### src/rtl/usr_pkg.sv
// usr_pkg: shared types for the universal shift register.
//   shift_op_t  : shift operation encoding. Codes 3'b110 and 3'b111 are reserved
//                 and behave as NOP.
//   usr_state_t : sequencer state.
package usr_pkg;

    typedef enum logic [2:0] {
        OP_NOP = 3'b000,
        OP_SLL = 3'b001,
        OP_SRL = 3'b010,
        OP_SRA = 3'b011,
        OP_ROL = 3'b100,
        OP_ROR = 3'b101
    } shift_op_t;

    typedef enum logic {
        S_IDLE = 1'b0,
        S_RUN  = 1'b1
    } usr_state_t;

endpackage

### src/rtl/usr_barrel_shift_core.sv
// barrel_shift_core: combinational single-step shifter.
//   in    : value to shift
//   amt   : shift amount, 0..WIDTH-1
//   op    : raw 3-bit op code (shift_op_t values; reserved codes act as NOP)
//   fill  : value for vacated bits on SLL/SRL
//   out   : shifted result
//   shout : last bit leaving its position (0 for NOP or amt=0)
module barrel_shift_core
    import usr_pkg::*;
#(
    parameter int WIDTH   = 8,
    parameter int SHAMT_W = $clog2(WIDTH)
) (
    input  logic [WIDTH-1:0]   in,
    input  logic [SHAMT_W-1:0] amt,
    input  logic [2:0]         op,
    input  logic               fill,
    output logic [WIDTH-1:0]   out,
    output logic               shout
);

    logic [WIDTH-1:0]   lo_mask;
    logic [WIDTH-1:0]   hi_mask;
    logic [2*WIDTH-1:0] rol_w;
    logic [2*WIDTH-1:0] ror_w;
    logic               left_bit;
    logic               right_bit;
    int                 amt_i;

    assign amt_i   = int'(amt);
    // Masks covering the bits vacated by a left / right shift of amt.
    assign lo_mask = ~({WIDTH{1'b1}} << amt);
    assign hi_mask = ~({WIDTH{1'b1}} >> amt);
    // Rotates via a doubled word: the wanted window falls out of a plain shift.
    assign rol_w   = {in, in} << amt;
    assign ror_w   = {in, in} >> amt;

    always_comb begin
        left_bit  = 1'b0;
        right_bit = 1'b0;
        if (amt_i != 0) begin
            left_bit  = in[WIDTH - amt_i];
            right_bit = in[amt_i - 1];
        end
    end

    always_comb begin
        out   = in;
        shout = 1'b0;
        case (op)
            OP_SLL: begin
                out   = (in << amt) | (fill ? lo_mask : '0);
                shout = left_bit;
            end
            OP_SRL: begin
                out   = (in >> amt) | (fill ? hi_mask : '0);
                shout = right_bit;
            end
            OP_SRA: begin
                out   = $unsigned($signed(in) >>> amt);
                shout = right_bit;
            end
            OP_ROL: begin
                out   = rol_w[2*WIDTH-1:WIDTH];
                shout = left_bit;
            end
            OP_ROR: begin
                out   = ror_w[WIDTH-1:0];
                shout = right_bit;
            end
            default: begin
                out   = in;
                shout = 1'b0;
            end
        endcase
    end

endmodule

### src/rtl/universal_shift_register.sv
// universal_shift_register: multi-mode shift register running COUNT-step
// shift sequences under a start/busy/done handshake.
//   clock, preset_L : rising-edge clock, async active-low reset
//   d, load         : parallel load (aborts a running sequence)
//   start           : begin a sequence (honoured in IDLE only)
//   op/amt/fill/count : sequence setup, captured on the start edge
//   Q, cout         : register contents, last bit shifted out
//   busy, done      : sequence in progress, one-cycle completion pulse
module universal_shift_register
    import usr_pkg::*;
#(
    parameter int               WIDTH     = 8,
    parameter int               SHAMT_W   = $clog2(WIDTH),
    parameter int               CNT_W     = 4,
    parameter logic [WIDTH-1:0] RESET_VAL = '0
) (
    input  logic               clock,
    input  logic               preset_L,
    input  logic [WIDTH-1:0]   d,
    input  logic               load,
    input  logic               start,
    input  logic [2:0]         op,
    input  logic [SHAMT_W-1:0] amt,
    input  logic               fill,
    input  logic [CNT_W-1:0]   count,
    output logic [WIDTH-1:0]   Q,
    output logic               cout,
    output logic               busy,
    output logic               done
);

    localparam logic [CNT_W-1:0] CNT_ONE = {{(CNT_W-1){1'b0}}, 1'b1};

    usr_state_t         state_q, state_d;
    logic [WIDTH-1:0]   q_q, q_d;
    logic               cout_q, cout_d;
    logic               busy_q, busy_d;
    logic               done_q, done_d;
    logic [2:0]         op_q, op_d;
    logic [SHAMT_W-1:0] amt_q, amt_d;
    logic               fill_q, fill_d;
    logic [CNT_W-1:0]   rem_q, rem_d;

    logic [2:0]         core_op;
    logic [SHAMT_W-1:0] core_amt;
    logic               core_fill;
    logic [WIDTH-1:0]   core_out;
    logic               core_shout;

    // The first step runs on the start edge itself, so in IDLE the core sees
    // the live inputs; in RUN it sees the latched setup.
    assign core_op   = (state_q == S_IDLE) ? op   : op_q;
    assign core_amt  = (state_q == S_IDLE) ? amt  : amt_q;
    assign core_fill = (state_q == S_IDLE) ? fill : fill_q;

    barrel_shift_core #(
        .WIDTH   (WIDTH),
        .SHAMT_W (SHAMT_W)
    ) u_core (
        .in    (q_q),
        .amt   (core_amt),
        .op    (core_op),
        .fill  (core_fill),
        .out   (core_out),
        .shout (core_shout)
    );

    always_comb begin
        state_d = state_q;
        q_d     = q_q;
        cout_d  = cout_q;
        busy_d  = busy_q;
        done_d  = 1'b0;
        op_d    = op_q;
        amt_d   = amt_q;
        fill_d  = fill_q;
        rem_d   = rem_q;
        case (state_q)
            S_IDLE: begin
                if (load) begin
                    q_d = d;
                end else if (start) begin
                    if (count == '0) begin
                        done_d = 1'b1;
                    end else begin
                        op_d   = op;
                        amt_d  = amt;
                        fill_d = fill;
                        q_d    = core_out;
                        cout_d = core_shout;
                        rem_d  = count - CNT_ONE;
                        if (count != CNT_ONE) begin
                            state_d = S_RUN;
                            busy_d  = 1'b1;
                        end else begin
                            done_d  = 1'b1;
                        end
                    end
                end
            end
            S_RUN: begin
                if (load) begin
                    // Abort: no completion pulse.
                    q_d     = d;
                    state_d = S_IDLE;
                    busy_d  = 1'b0;
                end else begin
                    q_d    = core_out;
                    cout_d = core_shout;
                    rem_d  = rem_q - CNT_ONE;
                    if (rem_q == CNT_ONE) begin
                        state_d = S_IDLE;
                        busy_d  = 1'b0;
                        done_d  = 1'b1;
                    end
                end
            end
            default: begin
                state_d = S_IDLE;
                busy_d  = 1'b0;
            end
        endcase
    end

    always_ff @(posedge clock or negedge preset_L) begin
        if (!preset_L) begin
            state_q <= S_IDLE;
            q_q     <= RESET_VAL;
            cout_q  <= 1'b0;
            busy_q  <= 1'b0;
            done_q  <= 1'b0;
            op_q    <= OP_NOP;
            amt_q   <= '0;
            fill_q  <= 1'b0;
            rem_q   <= '0;
        end else begin
            state_q <= state_d;
            q_q     <= q_d;
            cout_q  <= cout_d;
            busy_q  <= busy_d;
            done_q  <= done_d;
            op_q    <= op_d;
            amt_q   <= amt_d;
            fill_q  <= fill_d;
            rem_q   <= rem_d;
        end
    end

    assign Q    = q_q;
    assign cout = cout_q;
    assign busy = busy_q;
    assign done = done_q;

endmodule

### config.mk
export PLATFORM = sky130hd
export DESIGN_NAME = universal_shift_register
export DESIGN_NICKNAME = d
export VERILOG_FILES = /design/src/rtl/usr_pkg.sv /design/src/rtl/usr_barrel_shift_core.sv /design/src/rtl/universal_shift_register.sv
export SDC_FILE = /design/constraint.sdc
export NUM_CORES = 1
export LEC_CHECK = 0
export CAP_MARGIN = 20
export CORE_MARGIN = 8
export CORE_UTILIZATION = 27
export CTS_CLUSTER_SIZE = 10
export DETAILED_ROUTE_END_ITERATION = 8
export PLACE_DENSITY = 0.43
export SYNTH_ARGS = -nofsm -noshare
export SYNTH_HDL_FRONTEND = slang
export SYNTH_HIERARCHICAL = 1
export SYNTH_SLANG_ARGS = --single-unit
### constraint.sdc
create_clock -name clock -period 9.65 [get_ports clock]
set_input_delay 1.4475 -clock clock [delete_from_list [all_inputs] [get_ports clock]]
set_output_delay 1.4475 -clock clock [all_outputs]
set_load 0.01 [all_outputs]
==> metrics.md <==
| Metric | Value |
|---|---|
| Cts hold-fix bufs | `0` |
| Fmax | `roughly 0.22 GHz` |
| Nets | `about 360` |
| Die width | `roughly 120 µm` |
| Layout fillers | `~1,100` |
| DRC Markers | `0` |
| Yosys top cell by area | `dfrtp_1` |
| Skew final | `around 0.0075 ns` |
| Mean Syn Cell Area | `around 9 µm²` |
| Io pins | `34` |
| Critical path startpoint category | `input port` |
| Initial antenna violation count | `0` |
| Post-synthesis instance total | `between 300 and 400` |
| Antenna Cells | `0` |
| HP Class | `flip-flop to flip-flop` |
| Worst slack, placed | `slightly below 5 ns` |
| Via count | `2,567` |
| Relative slew slack | `0.428` |
| YS warnings | `6` |
| Share of the synthesized area in the top cell type | `0.204` |
| Crit Path Category | `input port to flip-flop` |
| Total grt overflow | `0` |
| Post-cts sizing count | `0` |
| Hold Violations, Final | `0` |
| Unrepaired setup endpoints after global routing | `no` |
| IO Port Bufs | `33` |
| Syn_nets | `around 350` |
| Core box area | `0.0102 mm²` |
| Post-CTS setup buffers | `0` |
| Root Driver | `clkbuf_8` |
| Finish-stage setup viols | `0` |
| Final Max Tran Viols | `0` |
| Reg2reg start | `state_q` |
| Setup ws final | `approximately 5.1 ns` |
| Drt wl/cell | `20.1 µm` |
| CTS sink count | `23` |
| Routed Antenna Nets | `0` |
| Peak supply drop | `between 0.1 and 0.15 mV` |
| Tcrit/Tclk final | `0.467` |
| Post-synth cell types | `61` |
| Crit Path Max Fanout | `31` |
| Post-DR vias/cell | `approximately 5.6` |
| Die ar. | `roughly 0.014 mm²` |
| Largest net degree at the start of global routing | `39` |
| Vias in the first global route | `around 2,600` |
| Sequential share of the synthesized area | `0.204` |
| Leakage | `between 0.001 and 0.0015 µW` |
| CP startpoint | `amt[1]` |
| Placer congestion estimate | `0.858` |
| Starting DRT DRC Count | `240` |
| Tmin final | `around 4.5 ns` |
| Cts bufs inserted | `3` |
| Post-synth top flop | `dfrtp_1` |
| Clock latency on the worst-skew pair | `approximately 0.28 ns` |
| Pre-antenna DRT Iters | `4` |
| Fin util | `0.317` |
| Synth Cell Area | `about 0.0028 mm²` |
| Setup TNS | `0 ns` |
| Die H | `between 100 and 150 µm` |
| FFs w/ async S/R, synth | `1.00` |
| Worst-margin pin slew | `0.856 ns` |
| Std-Cell Rows | `37` |
| FF-to-FF setup slack | `around 5.9 ns` |
| Synth area leaders | `dfrtp_1, mux2_2, mux2i_1` |
| Placed cell count | `~460` |
| Crit end category | `flip-flop` |
| Commonest non-fill, non-tap cells in the layout | `mux2_2, clkdlybuf4s50_1, nand2_1` |
| Min-delay src | `amt_q[2]` |
| Initial core utilization | `0.276` |
| Status | `complete, no violations` |
| GRT Total Usage | `0.130` |
| Req. time, crit path | `between 9 and 10 ns` |
| P&R area growth vs syn | `14.8%` |
| First-pass GRT wire length | `roughly 15,000 µm` |
| Worst Path Arrival | `roughly 4.7 ns` |
| CTS tree | `yes` |
| Fraction of layout instances using a drive strength above 1 | `0.186` |
| Total length of routed wires | `~9000 µm` |
| PD cells | `between 200 and 250 mW/mm²` |
| Clk slew on worst S/H paths | `roughly 0.10 ns` |
| Post-synth EDFFs | `0` |
| FF+latch count, synth | `23` |
| Htree depth | `1` |
| Max Cap Violations | `0` |
| Clock buffer depth | `2` |
| Non-filler cells, final | `between 400 and 500` |
| Post-detail-place hpwl | `roughly 6600 µm` |
report_power, final:
part | total (µW) | leakage [µW] | switching, µW | internal (µW)
logic | 461 | 0.000920 | 231 | 231
clock network | 66.2 | 0.0000255 | 37.1 | 29.0
registers | 214 | 0.000273 | 85.5 | 129
sequential cells by signal (all words and copies together) (netlist names):
register	cells
Q	8
amt_q	3
busy	1
cout	1
done	1
fill_q	1
op_q	3
rem_q	4
state_q	1
worst max-delay path, cell delays in order:
cell,delay [ns]
clkdlybuf4s50_1,0.48
mux2_2,0.69
inv_1,0.25
ha_1,0.45
mux4_2,0.51
mux4_2,0.45
o311a_1,0.14
mux2_2,0.26
stage by stage:
stage | hold slack (ns) | cell area [µm²] | power [µW]
after global placement | 0.468 | 3200 | 677
final | 0.498 | 3240 | 742
after floorplan | 0.459 | 2820 | 528
after global routing | 0.524 | 3240 | 801
after detailed placement | 0.479 | 3200 | 673
after CTS | 0.503 | 3240 | 746
final timing paths:
check / endpoint / cells after the start
worst max-delay path: cout / 8
worst min-delay path: amt_q[2] / 1
worst max register to register: cout / 7
worst min register to register: amt_q[2] / 1
max in group asynchronous: Q[5] / 2
min in group asynchronous: rem_q[3] / 2
kinds of logic after synthesis:
kind of cell,after synthesis,synth area share
AO/OA/AOI/OAI,78,0.200
AND/OR/NAND/NOR,89,0.168
multiplexers,71,0.315
buffers and inverters,43,0.0665
adder cells (fa/ha/maj),9,0.0399
flip-flops,23,0.204
XOR/XNOR,2,0.00620
synthesized netlist by cell type (all sizes together), types with 7 or more instances:
library cell and n:
mux2 40, nand2 25, dfrtp 23, nor2 23, mux2i 21, o21ai 17, buf 16, clkbuf 15
inv 11, nor3 11, mux4 10, ha 9, a31oi 8, a21oi 7
layout make-up:
| cell class | instances | area (µm²) | share of cell area |
|---|---|---|---|
| Multi-Input combinational cell | 249 | 2060 | 0.635 |
| Sequential cell | 23 | 576 | 0.177 |
| Timing Repair Buffer | 35 | 345 | 0.106 |
| Tap cell | 136 | 170 | 0.0525 |
| Inverter | 12 | 45.0 | 0.0139 |
| Clock buffer | 3 | 41.3 | 0.0127 |
| Clock inverter | 1 | 5.00 | 0.00154 |
routing by layer:
layer  share of wire  global-route usage  wire [µm]  vias to the layer above
met3           0.052              0.0209        477                       12
li1                -                   -          -                     1206
met4           0.016              0.0312        150                        0
met2            0.47               0.216       4370                       88
met1            0.46               0.172       4250                     1261
met5               0                   0          0                        -
(Power assumes the default switching activity.)
